`config.mk`:
```
export PLATFORM = sky130hd
export DESIGN_NAME = goertzel_bin_scheduler_flat
export DESIGN_NICKNAME = d
export VERILOG_FILES = /design/src/rtl/goertzel_bin_scheduler_if.sv /design/src/rtl/goertzel_bin_scheduler.sv /design/src/flat_wrapper.sv
export SDC_FILE = /design/constraint.sdc
export NUM_CORES = 1
export LEC_CHECK = 0
export CAP_MARGIN = 10
export CORE_MARGIN = 3
export CORE_UTILIZATION = 50
export CTS_BUF_LIST = sky130_fd_sc_hd__clkbuf_4 sky130_fd_sc_hd__clkbuf_8
export DETAILED_ROUTE_END_ITERATION = 6
export GPL_ROUTABILITY_DRIVEN = 1
export GPL_TIMING_DRIVEN = 0
export PLACE_DENSITY = 0.7
export REMOVE_ABC_BUFFERS = 1
export SETUP_SLACK_MARGIN = 0.3
export SYNTH_ARGS = -nofsm -noshare
export SYNTH_HDL_FRONTEND = slang
export SYNTH_SLANG_ARGS = --single-unit
```
`constraint.sdc`:
```
create_clock -name sys_clk -period 3.91 [get_ports sys_clk]
set_input_delay 0.782 -clock sys_clk [delete_from_list [all_inputs] [get_ports sys_clk]]
set_output_delay 0.782 -clock sys_clk [all_outputs]
set_load 0.01 [all_outputs]
```
`src/rtl/goertzel_bin_scheduler_if.sv`:
```
// Handshake between the Goertzel bin scheduler and the Goertzel magnitude manager:
// coefficient requests going one way, per-bin magnitude results coming back.
interface goertzel_bin_scheduler_if #(
    parameter int MAG_W = 16
);
    logic             request_trig;
    logic [15:0]      sin_out;
    logic [15:0]      cos_out;
    logic [4:0]       num_runs;
    logic [MAG_W-1:0] mag_in;
    logic             mag_rdy;

    // manager side
    modport master (
        output request_trig, mag_in, mag_rdy,
        input  sin_out, cos_out, num_runs
    );

    // scheduler side
    modport slave (
        input  request_trig, mag_in, mag_rdy,
        output sin_out, cos_out, num_runs
    );
endinterface

```
`src/rtl/goertzel_bin_scheduler.sv`:
```
// Serves sine/cosine coefficient pairs to the Goertzel manager, collects the per-bin
// magnitudes it returns, and reports the peak bin of each frame against a threshold.
module goertzel_bin_scheduler #(
    parameter int NUM_BINS = 16,
    parameter int BIN_BITS = 5,
    parameter int MAG_W    = 16
) (
    input  logic                    sys_clk,
    input  logic                    sys_rst_n,
    goertzel_bin_scheduler_if.slave mgr,
    input  logic                    cfg_wr_en,
    input  logic [BIN_BITS-1:0]     cfg_wr_addr,
    input  logic [15:0]             cfg_sin,
    input  logic [15:0]             cfg_cos,
    input  logic [4:0]              cfg_num_bins,
    input  logic [MAG_W-1:0]        threshold,
    input  logic                    err_clr,
    input  logic [BIN_BITS-1:0]     rd_addr,
    output logic [MAG_W-1:0]        rd_mag,
    output logic [BIN_BITS-1:0]     peak_bin,
    output logic [MAG_W-1:0]        peak_mag,
    output logic                    detect,
    output logic                    frame_done,
    output logic [15:0]             frame_cnt,
    output logic                    seq_err
);

    localparam int                  IDX_W    = (NUM_BINS > 1) ? $clog2(NUM_BINS) : 1;
    localparam logic [4:0]          MAX_RUNS = 5'(NUM_BINS);
    localparam logic [BIN_BITS-1:0] DEPTH    = BIN_BITS'(NUM_BINS);
    localparam logic [BIN_BITS-1:0] ONE_IDX  = BIN_BITS'(1);

    logic [15:0]         sin_tab [NUM_BINS];
    logic [15:0]         cos_tab [NUM_BINS];
    logic [MAG_W-1:0]    res_tab [NUM_BINS];

    logic [BIN_BITS-1:0] issue_idx;
    logic [BIN_BITS-1:0] result_idx;
    logic                outstanding;
    logic [4:0]          num_runs;
    logic [15:0]         sin_q;
    logic [15:0]         cos_q;
    logic [MAG_W-1:0]    run_mag;
    logic [BIN_BITS-1:0] run_bin;

    logic                runs_zero;
    logic                idle;
    logic [4:0]          runs_clamped;
    logic [BIN_BITS-1:0] run_last;
    logic                res_ok;
    logic                res_err;
    logic                req_ok;
    logic                req_err;
    logic                take_new;
    logic [MAG_W-1:0]    next_mag;
    logic [BIN_BITS-1:0] next_bin;

    assign mgr.sin_out  = sin_q;
    assign mgr.cos_out  = cos_q;
    assign mgr.num_runs = num_runs;

    assign runs_zero    = (num_runs == 5'd0);
    assign idle         = (issue_idx == '0) && (result_idx == '0) && !outstanding;
    assign runs_clamped = (cfg_num_bins > MAX_RUNS) ? MAX_RUNS : cfg_num_bins;
    assign run_last     = BIN_BITS'(num_runs - 5'd1);

    // A coincident result retires the outstanding request before the new request is judged.
    assign res_ok   = mgr.mag_rdy && outstanding && !runs_zero;
    assign res_err  = mgr.mag_rdy && !res_ok;
    assign req_ok   = mgr.request_trig && !runs_zero;
    assign req_err  = mgr.request_trig && (runs_zero || (outstanding && !res_ok));

    // Ties keep the earlier bin: a later bin must be strictly larger to win.
    assign take_new = (result_idx == '0) || (mgr.mag_in > run_mag);
    assign next_mag = take_new ? mgr.mag_in : run_mag;
    assign next_bin = take_new ? result_idx : run_bin;

    always_ff @(posedge sys_clk) begin
        if (cfg_wr_en && (cfg_wr_addr < DEPTH)) begin
            sin_tab[cfg_wr_addr[IDX_W-1:0]] <= cfg_sin;
            cos_tab[cfg_wr_addr[IDX_W-1:0]] <= cfg_cos;
        end
    end

    always_ff @(posedge sys_clk) begin
        if (!sys_rst_n) begin
            for (int i = 0; i < NUM_BINS; i++) begin
                res_tab[i] <= '0;
            end
            rd_mag <= '0;
        end else begin
            if (res_ok) begin
                res_tab[result_idx[IDX_W-1:0]] <= mgr.mag_in;
            end
            rd_mag <= (rd_addr < DEPTH) ? res_tab[rd_addr[IDX_W-1:0]] : '0;
        end
    end

    always_ff @(posedge sys_clk) begin
        if (!sys_rst_n) begin
            issue_idx   <= '0;
            result_idx  <= '0;
            outstanding <= 1'b0;
            num_runs    <= '0;
            sin_q       <= '0;
            cos_q       <= '0;
            run_mag     <= '0;
            run_bin     <= '0;
            peak_bin    <= '0;
            peak_mag    <= '0;
            detect      <= 1'b0;
            frame_done  <= 1'b0;
            frame_cnt   <= '0;
            seq_err     <= 1'b0;
        end else begin
            frame_done <= 1'b0;
            // Index is stable the cycle before a request, so the manager sees the pre-increment pair.
            sin_q      <= sin_tab[issue_idx[IDX_W-1:0]];
            cos_q      <= cos_tab[issue_idx[IDX_W-1:0]];

            if (idle) begin
                num_runs <= runs_clamped;
            end

            if (req_ok) begin
                issue_idx   <= (issue_idx == run_last) ? '0 : issue_idx + ONE_IDX;
                outstanding <= 1'b1;
            end else if (res_ok) begin
                outstanding <= 1'b0;
            end

            if (res_ok) begin
                run_mag <= next_mag;
                run_bin <= next_bin;
                if (result_idx == run_last) begin
                    peak_bin   <= next_bin;
                    peak_mag   <= next_mag;
                    detect     <= (next_mag >= threshold);
                    frame_done <= 1'b1;
                    frame_cnt  <= frame_cnt + 16'd1;
                    result_idx <= '0;
                end else begin
                    result_idx <= result_idx + ONE_IDX;
                end
            end

            seq_err <= (seq_err && !err_clr) || req_err || res_err;
        end
    end

endmodule

```
`src/flat_wrapper.sv`:
```
// flat-port wrapper written by rule: the top's interface ports become plain ports
module goertzel_bin_scheduler_flat 
#(
    parameter int NUM_BINS = 16,
    parameter int BIN_BITS = 5,
    parameter int MAG_W    = 16
)
  (sys_clk, sys_rst_n, cfg_wr_en, cfg_wr_addr, cfg_sin, cfg_cos, cfg_num_bins, threshold, err_clr, rd_addr, rd_mag, peak_bin, peak_mag, detect, frame_done, frame_cnt, seq_err, mgr_request_trig, mgr_mag_in, mgr_mag_rdy, mgr_sin_out, mgr_cos_out, mgr_num_runs);
  goertzel_bin_scheduler_if #(.MAG_W(MAG_W)) mgr_i ();
  input  logic sys_clk;
  input  logic sys_rst_n;
  input  logic cfg_wr_en;
  input  logic [BIN_BITS-1:0] cfg_wr_addr;
  input  logic [15:0] cfg_sin;
  input  logic [15:0] cfg_cos;
  input  logic [4:0] cfg_num_bins;
  input  logic [MAG_W-1:0] threshold;
  input  logic err_clr;
  input  logic [BIN_BITS-1:0] rd_addr;
  output logic [MAG_W-1:0] rd_mag;
  output logic [BIN_BITS-1:0] peak_bin;
  output logic [MAG_W-1:0] peak_mag;
  output logic detect;
  output logic frame_done;
  output logic [15:0] frame_cnt;
  output logic seq_err;
  input wire logic [$bits(mgr_i.request_trig)-1:0] mgr_request_trig;
  input wire logic [$bits(mgr_i.mag_in)-1:0] mgr_mag_in;
  input wire logic [$bits(mgr_i.mag_rdy)-1:0] mgr_mag_rdy;
  output wire logic [$bits(mgr_i.sin_out)-1:0] mgr_sin_out;
  output wire logic [$bits(mgr_i.cos_out)-1:0] mgr_cos_out;
  output wire logic [$bits(mgr_i.num_runs)-1:0] mgr_num_runs;
  assign mgr_i.request_trig = mgr_request_trig;
  assign mgr_i.mag_in = mgr_mag_in;
  assign mgr_i.mag_rdy = mgr_mag_rdy;
  assign mgr_sin_out = mgr_i.sin_out;
  assign mgr_cos_out = mgr_i.cos_out;
  assign mgr_num_runs = mgr_i.num_runs;
  goertzel_bin_scheduler #(.NUM_BINS(NUM_BINS), .BIN_BITS(BIN_BITS), .MAG_W(MAG_W)) u_core (.sys_clk(sys_clk), .sys_rst_n(sys_rst_n), .mgr(mgr_i), .cfg_wr_en(cfg_wr_en), .cfg_wr_addr(cfg_wr_addr), .cfg_sin(cfg_sin), .cfg_cos(cfg_cos), .cfg_num_bins(cfg_num_bins), .threshold(threshold), .err_clr(err_clr), .rd_addr(rd_addr), .rd_mag(rd_mag), .peak_bin(peak_bin), .peak_mag(peak_mag), .detect(detect), .frame_done(frame_done), .frame_cnt(frame_cnt), .seq_err(seq_err));
endmodule
```
==> results of run 1 <==
worst min-delay path by stage:
stage                      startpoint            endpoint  slack [ps]  depth (start not counted)
floorplan           u_core.run_bin[0]   u_core.run_bin[0]         430                          2
detailed placement  u_core.run_bin[2]   u_core.run_bin[2]         450                          2
global route           mgr_mag_in[15]  u_core.run_mag[15]         430                          3
CTS                    mgr_mag_in[13]  u_core.run_mag[13]         430                          3
global placement    u_core.run_bin[3]   u_core.run_bin[3]         450                          2
finish                 mgr_mag_in[15]  u_core.run_mag[15]         440                          3
critical path, stage by stage (launching register included):
cell       delay (ps)
dfxtp_1           380
inv_1              90
ha_1              300
nand4_1           200
nor2_1             80
or4_4             570
o31ai_4           240
clkbuf_16         200
nand2_8            90
o21ai_2           200
ha_1              260
a21o_1            190
a21o_1            170
a21oi_1           140
nor2_1             60
a2111oi_2         220
a21oi_1           120
cells by family after synthesis:
kind of cell / share of synthesized area (%)
mux: 15.3
fa+ha+maj: 1.40
xor+xnor: 0.831
flops: 69.6
simple gates: 8.66
buf+inv: 1.98
compound gates: 2.22
sequential cells by signal (all words and copies together), names as in the netlist, 5 cells and up:
name,flops
u_core.cos_tab,256
u_core.frame_cnt,16
u_core.issue_idx,5
u_core.mgr.cos_out,16
u_core.mgr.num_runs,5
u_core.mgr.sin_out,16
u_core.peak_bin,5
u_core.peak_mag,16
u_core.rd_mag,16
u_core.res_tab,256
u_core.result_idx,5
u_core.run_bin,5
u_core.run_mag,16
u_core.sin_tab,256
metrics by stage:
step                 TNS, ps  instances  setup slack (ps)  hold slack, ps  utilization (%)
finish                     0       3438               298             435             60.7
global route               0       3437               114             429             60.7
CTS                        0       3423              48.1             426             60.5
detailed placement    -58360       3151             -2020             450             56.0
global placement    -3689460       3089             -5500             446             54.2
floorplan            -127000       1962             -2880             435                -
where the power goes:
| group | total [mW] | internal [mW] | switching [mW] | leakage (nW) |
|---|---|---|---|---|
| sequential | 10.7 | 10.6 | 0.166 | 8.28 |
| combinational | 2.05 | 1.10 | 0.956 | 4.80 |
| clock | 8.69 | 4.97 | 3.73 | 1.70 |
| total | 21.5 | 16.6 | 4.85 | 14.8 |
repair_timing:
item                                    in CTS  in global routing
endpoints found under the setup margin      73                134
pin swaps                                    2                  7
cloned                                       1                  0
hold buffers                                 0                  0
resized for setup                           52                 31
buffers inserted                             1                 10
area by class of cell:
cell class              count  area [sq um]
well taps                 950          1190
multi-input cells        1027         10700
clock buffers             225          2780
repair buffers            251          2900
inverters                  43           163
fillers                  5101         28300
diodes                      4          10.0
flip-flops and latches    893         25600
clock inverters            45           430
routing by layer:
metal	GRT usage (%)	wire [microns]
met3	4.48	5160
met1	27.6	32200
met2	37.5	43700
met5	0	15
met4	9.16	2700
placed cells by master, fill, tap and decap left out, types with 38 or more instances in the layout:
| master | Yosys | final |
|---|---|---|
| edfxtp_1 | 768 | 768 |
| mux4_2 | 240 | 240 |
| nor2_1 | 58 | 42 |
| clkbuf_8 | 0 | 174 |
| o21ai_0 | 54 | 38 |
| nand2_1 | 84 | 83 |
| and2_1 | 277 | 277 |
| clkdlybuf4s50_1 | 0 | 159 |
| a21oi_1 | 45 | 44 |
| inv_1 | 42 | 42 |
| ha_1 | 41 | 41 |
| clkbuf_4 | 0 | 51 |
| dfxtp_1 | 125 | 119 |
==> flow_metrics.py, run 1 <==
metrics = {
    "timing": {
        "min_period_ps": 3610,
        "setup_viol": 0,
        "fin_worst_skew_ps": 34.4,
        "worst_pin_slew_ps": 1260,
        "fmax_mhz": 277,
        "slew_viol_final": 0,
        "rsz0062_at_grt": "true",
        "slew_headroom_pct": 15.6,
        "timing_hold_violations_final": 0,
        "final_min_period_over_clock_period_pct": 92.4,
    },
    "detailed_routing": {
        "ant_nets": 0,
        "vias": 20000,
        "route.detailed.drc": 0,
        "viasPerCell": 5.81,
        "wl_per_cell_microns": 24.4,
        "wirelength_microns": 83800,
        "dr.pass1.iters": 4,
        "drtIter0Drc": 1731,
    },
    "power": {
        "finalPower_mw": 21.5,
        "power_density_nw_per_um2": 491,
        "power_leakage_nw": 14.8,
        "vdd_ir_drop_max_mv": 0.478,
    },
    "critical_path": {
        "reg2reg_to": "u_core.detect",
        "cp-endpoint": "u_core.detect",
        "cp_max_fo": 16,
        "critPathKind": "reg -> reg",
        "critical_path_required_ps": 4580,
        "worstPathArrival_ps": 4280,
        "cp-start-kind": "flop",
        "crit_start": "u_core.run_mag[13]",
        "r2r_setup_slack_ps": 300,
        "r2r_start": "u_core.run_mag[13]",
        "crit_path_end_kind": "flop",
        "reg2regPathDepth": 16,
    },
    "placed_design": {
        "hpwlAfterDp_microns": 51800,
        "placed_area_sq_um": 40400,
        "gp_congestion": 0.793,
        "portBuffers": 177,
    },
    "global_route": {
        "grt_pass1_wl_microns": 127000,
        "grt_pass1_vias": 21000,
        "antenna_found_initial": 7,
        "track_usage_pct": 22.0,
        "globalRoute.totalOverflow": 0,
        "grt_start_max_net_pins": 74,
    },
    "synth": {
        "seq_area_frac_synth_pct": 69.6,
        "synth_area_sq_um": 36700,
        "yosys.area.top_type": "edfxtp_1",
        "syn_area_per_cell_sq_um": 17.5,
        "synth_edf_count": 768,
        "async_flop_share_pct": 0,
        "synth_cells": 2098,
        "ys_ff_latch": 893,
        "synth_most_common_cell": "edfxtp_1",
        "synth_flop_cell": "edfxtp_1",
        "synth_warnings": 0,
        "yosysTopAreaCellShare_pct": 62.8,
        "synthTopCellsByArea": "edfxtp_1 (63%), mux4_2 (15%), dfxtp_1 (6.8%)",
        "synth.distinct_cells": 51,
        "synthTopCellsByCount": "edfxtp_1 (768), and2_1 (277), mux4_2 (240)",
    },
    "clocking": {
        "clockBufferDepth": 3,
        "cts.sinks": 893,
        "cts_tree": "built",
        "h-tree-depth": 4,
        "numCtsBuffers": 147,
        "clkLatencyLatePin_ps": 780,
        "cts_root_buf": "clkbuf_8",
        "clk_pin_slew_ps": 60,
    },
    "die": {
        "start_util_pct": 50.9,
        "fp.dieH_microns": 277,
        "core_sq_um": 72100,
        "die_area_sq_um": 76700,
        "row_count": 98,
        "ios": 178,
        "fp.dieW_microns": 277,
    },
    "hold_path": {
        "hold_class": "in -> reg",
    },
    "flow_run": {
        "maxCapViolations": 0,
    },
    "finish": {
        "syn_to_final_growth_pct": 19.3,
        "fin_nets": 2489,
        "drive_above_1_share_pct": 26.4,
        "stdcell_area_sq_um": 43800,
    },
    "status": {
        "status": "finished, final reports clean",
    },
}
No activity file was read; power rests on OpenSTA's default activity.
==> run 2: changes to the inputs <==
--- a/config.mk
+++ b/config.mk
@@ -6,7 +6,7 @@
 export NUM_CORES = 1
 export LEC_CHECK = 0
 export CAP_MARGIN = 10
-export CORE_MARGIN = 3
+export CORE_MARGIN = 1
 export CORE_UTILIZATION = 50
 export CTS_BUF_LIST = sky130_fd_sc_hd__clkbuf_4 sky130_fd_sc_hd__clkbuf_8
 export DETAILED_ROUTE_END_ITERATION = 6
==> flow_metrics.py, run 2 (same netlist as run 1, synthesis figures left out) <==
metrics = {
    "power": {
        "power_density_nw_per_um2": 486,
        "p_switching_mw": 4.95,
        "pwr-share-seq_pct": 50.5,
        "swShare_pct": 23.3,
        "power_frac_clock_pct": 39.7,
        "power_leakage_nw": 14.7,
        "p_int_mw": 16.3,
        "combPwrFrac_pct": 9.8,
        "vdd_ir_drop_max_mv": 0.407,
    },
    "hold_path": {
        "hold_class": "in -> reg",
        "hold_path.startpoint": "mgr_mag_in[12]",
        "min_to": "u_core.run_mag[12]",
        "min_delay_path_depth": 3,
    },
    "global_route": {
        "gr-max-usage-layer": "met2",
        "grt.met2_usage_pct": 38.9,
        "grt_pass1_vias": 20400,
        "use_met3_pct": 4.59,
        "use_met1_pct": 28.9,
        "antenna_found_initial": 4,
        "track_usage_pct": 22.8,
        "globalRoute.totalOverflow": 0,
        "grt_pass1_wl_microns": 124000,
        "grt_start_max_net_pins": 68,
    },
    "finish": {
        "fin_nets": 2487,
        "final_common_cell": "edfxtp_1",
        "fill_cells": 5229,
        "drive_above_1_share_pct": 26.3,
        "syn_to_final_growth_pct": 18.9,
        "final-seq-area_sq_um": 25600,
        "final_cell_mix": "edfxtp_1 (768), and2_1 (277), mux4_2 (240)",
        "multi_input_area_sq_um": 10800,
    },
    "timing": {
        "timing.hold.ws_ps": 439,
        "fmax_mhz": 269,
        "fin_worst_skew_ps": 33.9,
        "slew_headroom_pct": 17.7,
        "tns_ps": 0,
        "final_min_period_over_clock_period_pct": 95.1,
        "slew_viol_final": 0,
        "rsz0062_at_grt": "true",
        "setup_viol": 0,
        "worst_pin_slew_ps": 1230,
        "min_period_ps": 3720,
        "timing_hold_violations_final": 0,
    },
    "critical_path": {
        "worstPathArrival_ps": 4380,
        "crit_chain": "clkdlybuf4s15_2 > ha_1 > a21oi_1 > nor3_1 > or4_4 > o31ai_4 > buf_8 > nand2_4 > o21ai_2 > ha_1 > a21o_1 > a21o_1 > a21oi_1 > nor2_1 > a2111oi_2 > a21oi_1",
        "cp_max_fo": 20,
        "critPathKind": "in -> reg",
        "critical_path_required_ps": 4580,
        "reg2regPathDepth": 16,
        "cp_slowest_cell": "clkdlybuf4s15_2",
        "reg2reg_to": "u_core.detect",
        "cp-start-kind": "input pin",
        "crit_family": "compound AO/OA/AOI/OAI gates",
        "crit_path_end_kind": "flop",
        "r2r_start": "u_core.run_mag[15]",
        "cpPeakStageDelay_ps": 530,
        "crit_cells": 16,
        "crit_buf_inv": 2,
        "r2r_setup_slack_ps": 250,
        "cp_common_cell": "a21oi_1",
    },
    "placed_design": {
        "gp_congestion": 0.818,
        "hpwlAfterDp_microns": 52000,
        "portBuffers": 177,
    },
    "detailed_routing": {
        "dr.pass1.iters": 6,
        "ant_nets": 0,
        "drtIter0Drc": 1499,
        "wirelength_microns": 84100,
        "viasPerCell": 5.79,
        "route.detailed.drc": 0,
        "vias": 19900,
        "wl_per_cell_microns": 24.5,
    },
    "flow_run": {
        "maxCapViolations": 0,
    },
    "die": {
        "row_count": 98,
        "die_area_sq_um": 74500,
        "fp.dieH_microns": 273,
        "core_sq_um": 72100,
        "ios": 178,
        "start_util_pct": 50.9,
        "fp.dieW_microns": 273,
    },
    "clocking": {
        "numCtsBuffers": 149,
        "cts.sinks": 893,
        "h-tree-depth": 4,
        "clkLatencyLatePin_ps": 800,
        "cts_root_buf": "clkbuf_8",
        "cts_tree": "built",
        "clockBufferDepth": 3,
        "clk_pin_slew_ps": 60,
    },
    "status": {
        "status": "finished, final reports clean",
    },
}
run 2: changes by cell type in the layout (fill, tap and decap cells not counted), moves of 4 or more:
cell      previous run  this run
buf_8               15        10
clkbuf_8           174       161
inv_12               1         5
clkinv_2            12        21
buf_16              15        21
run 2: metrics by stage:
| stage | area [sq um] | power [mW] | instances | utilization, % | worst slack, ps |
|---|---|---|---|---|---|
| after CTS | 43600 | 21.4 | 3426 | 60.4 | 56.0 |
| final | 43700 | 21.2 | 3432 | 60.6 | 192 |
| after detailed placement | 40400 | 13.0 | 3152 | 56.1 | -2010 |
| after global placement | 39100 | 13.2 | 3089 | 54.2 | -5330 |
| after global routing | 43700 | 21.9 | 3431 | 60.6 | 33.1 |
| after floorplan | 36200 | 12.3 | 1962 | - | -2880 |
run 2: power by group through the flow:
stage	combinational (mW)	sequential (mW)	clock, mW
floorplan	1.26	11.0	0
global placement	2.02	11.1	0
detailed placement	2.08	10.9	0
CTS	2.09	10.7	8.57
global route	2.23	10.7	8.95
finish	2.08	10.7	8.42
run 2: worst max-delay path by stage:
stage,startpoint,slack [ps],endpoint
2_1_floorplan,u_core.issue_idx[0],-2880,u_core.mgr.cos_out[0]
3_3_place_gp,u_core.issue_idx[0],-5330,u_core.mgr.sin_out[4]
3_5_place_dp,mgr_mag_in[13],-2010,u_core.detect
4_1_cts,u_core.run_mag[15],60,u_core.detect
5_1_grt,u_core.run_mag[15],30,u_core.detect
6_report,mgr_mag_in[9],190,u_core.detect
run 2: area by class of cell:
cell class | count | share of cell area [%]
Clock buffer | 211 | 5.93
Inverter | 43 | 0.372
Tap cell | 950 | 2.72
Timing Repair Buffer | 247 | 6.65
Clock inverter | 59 | 1.11
Multi-Input combinational cell | 1027 | 24.6
Sequential cell | 893 | 58.6
Antenna cell | 2 | 0.0115
run 2: routing by layer:
layer | up-vias | wire, microns
met1 | 10300 | 33200
li1 | 8715 | -
met3 | 165 | 5230
met4 | 6 | 2310
met5 | - | 32
met2 | 701 | 43300
run 2: repair_timing:
action / CTS / global route
pin swaps: 4 / 5
gates resized for setup: 50 / 33
hold buffers: 0 / 0
setup endpoints to repair: 88 / 111
setup buffers: 3 / 3
gates cloned: 1 / 0
run 2: worst min-delay path: cells and delay by family:
family,cells,cell delay [ps]
buf+inv,1,230
simple gates,1,100
mux,1,70
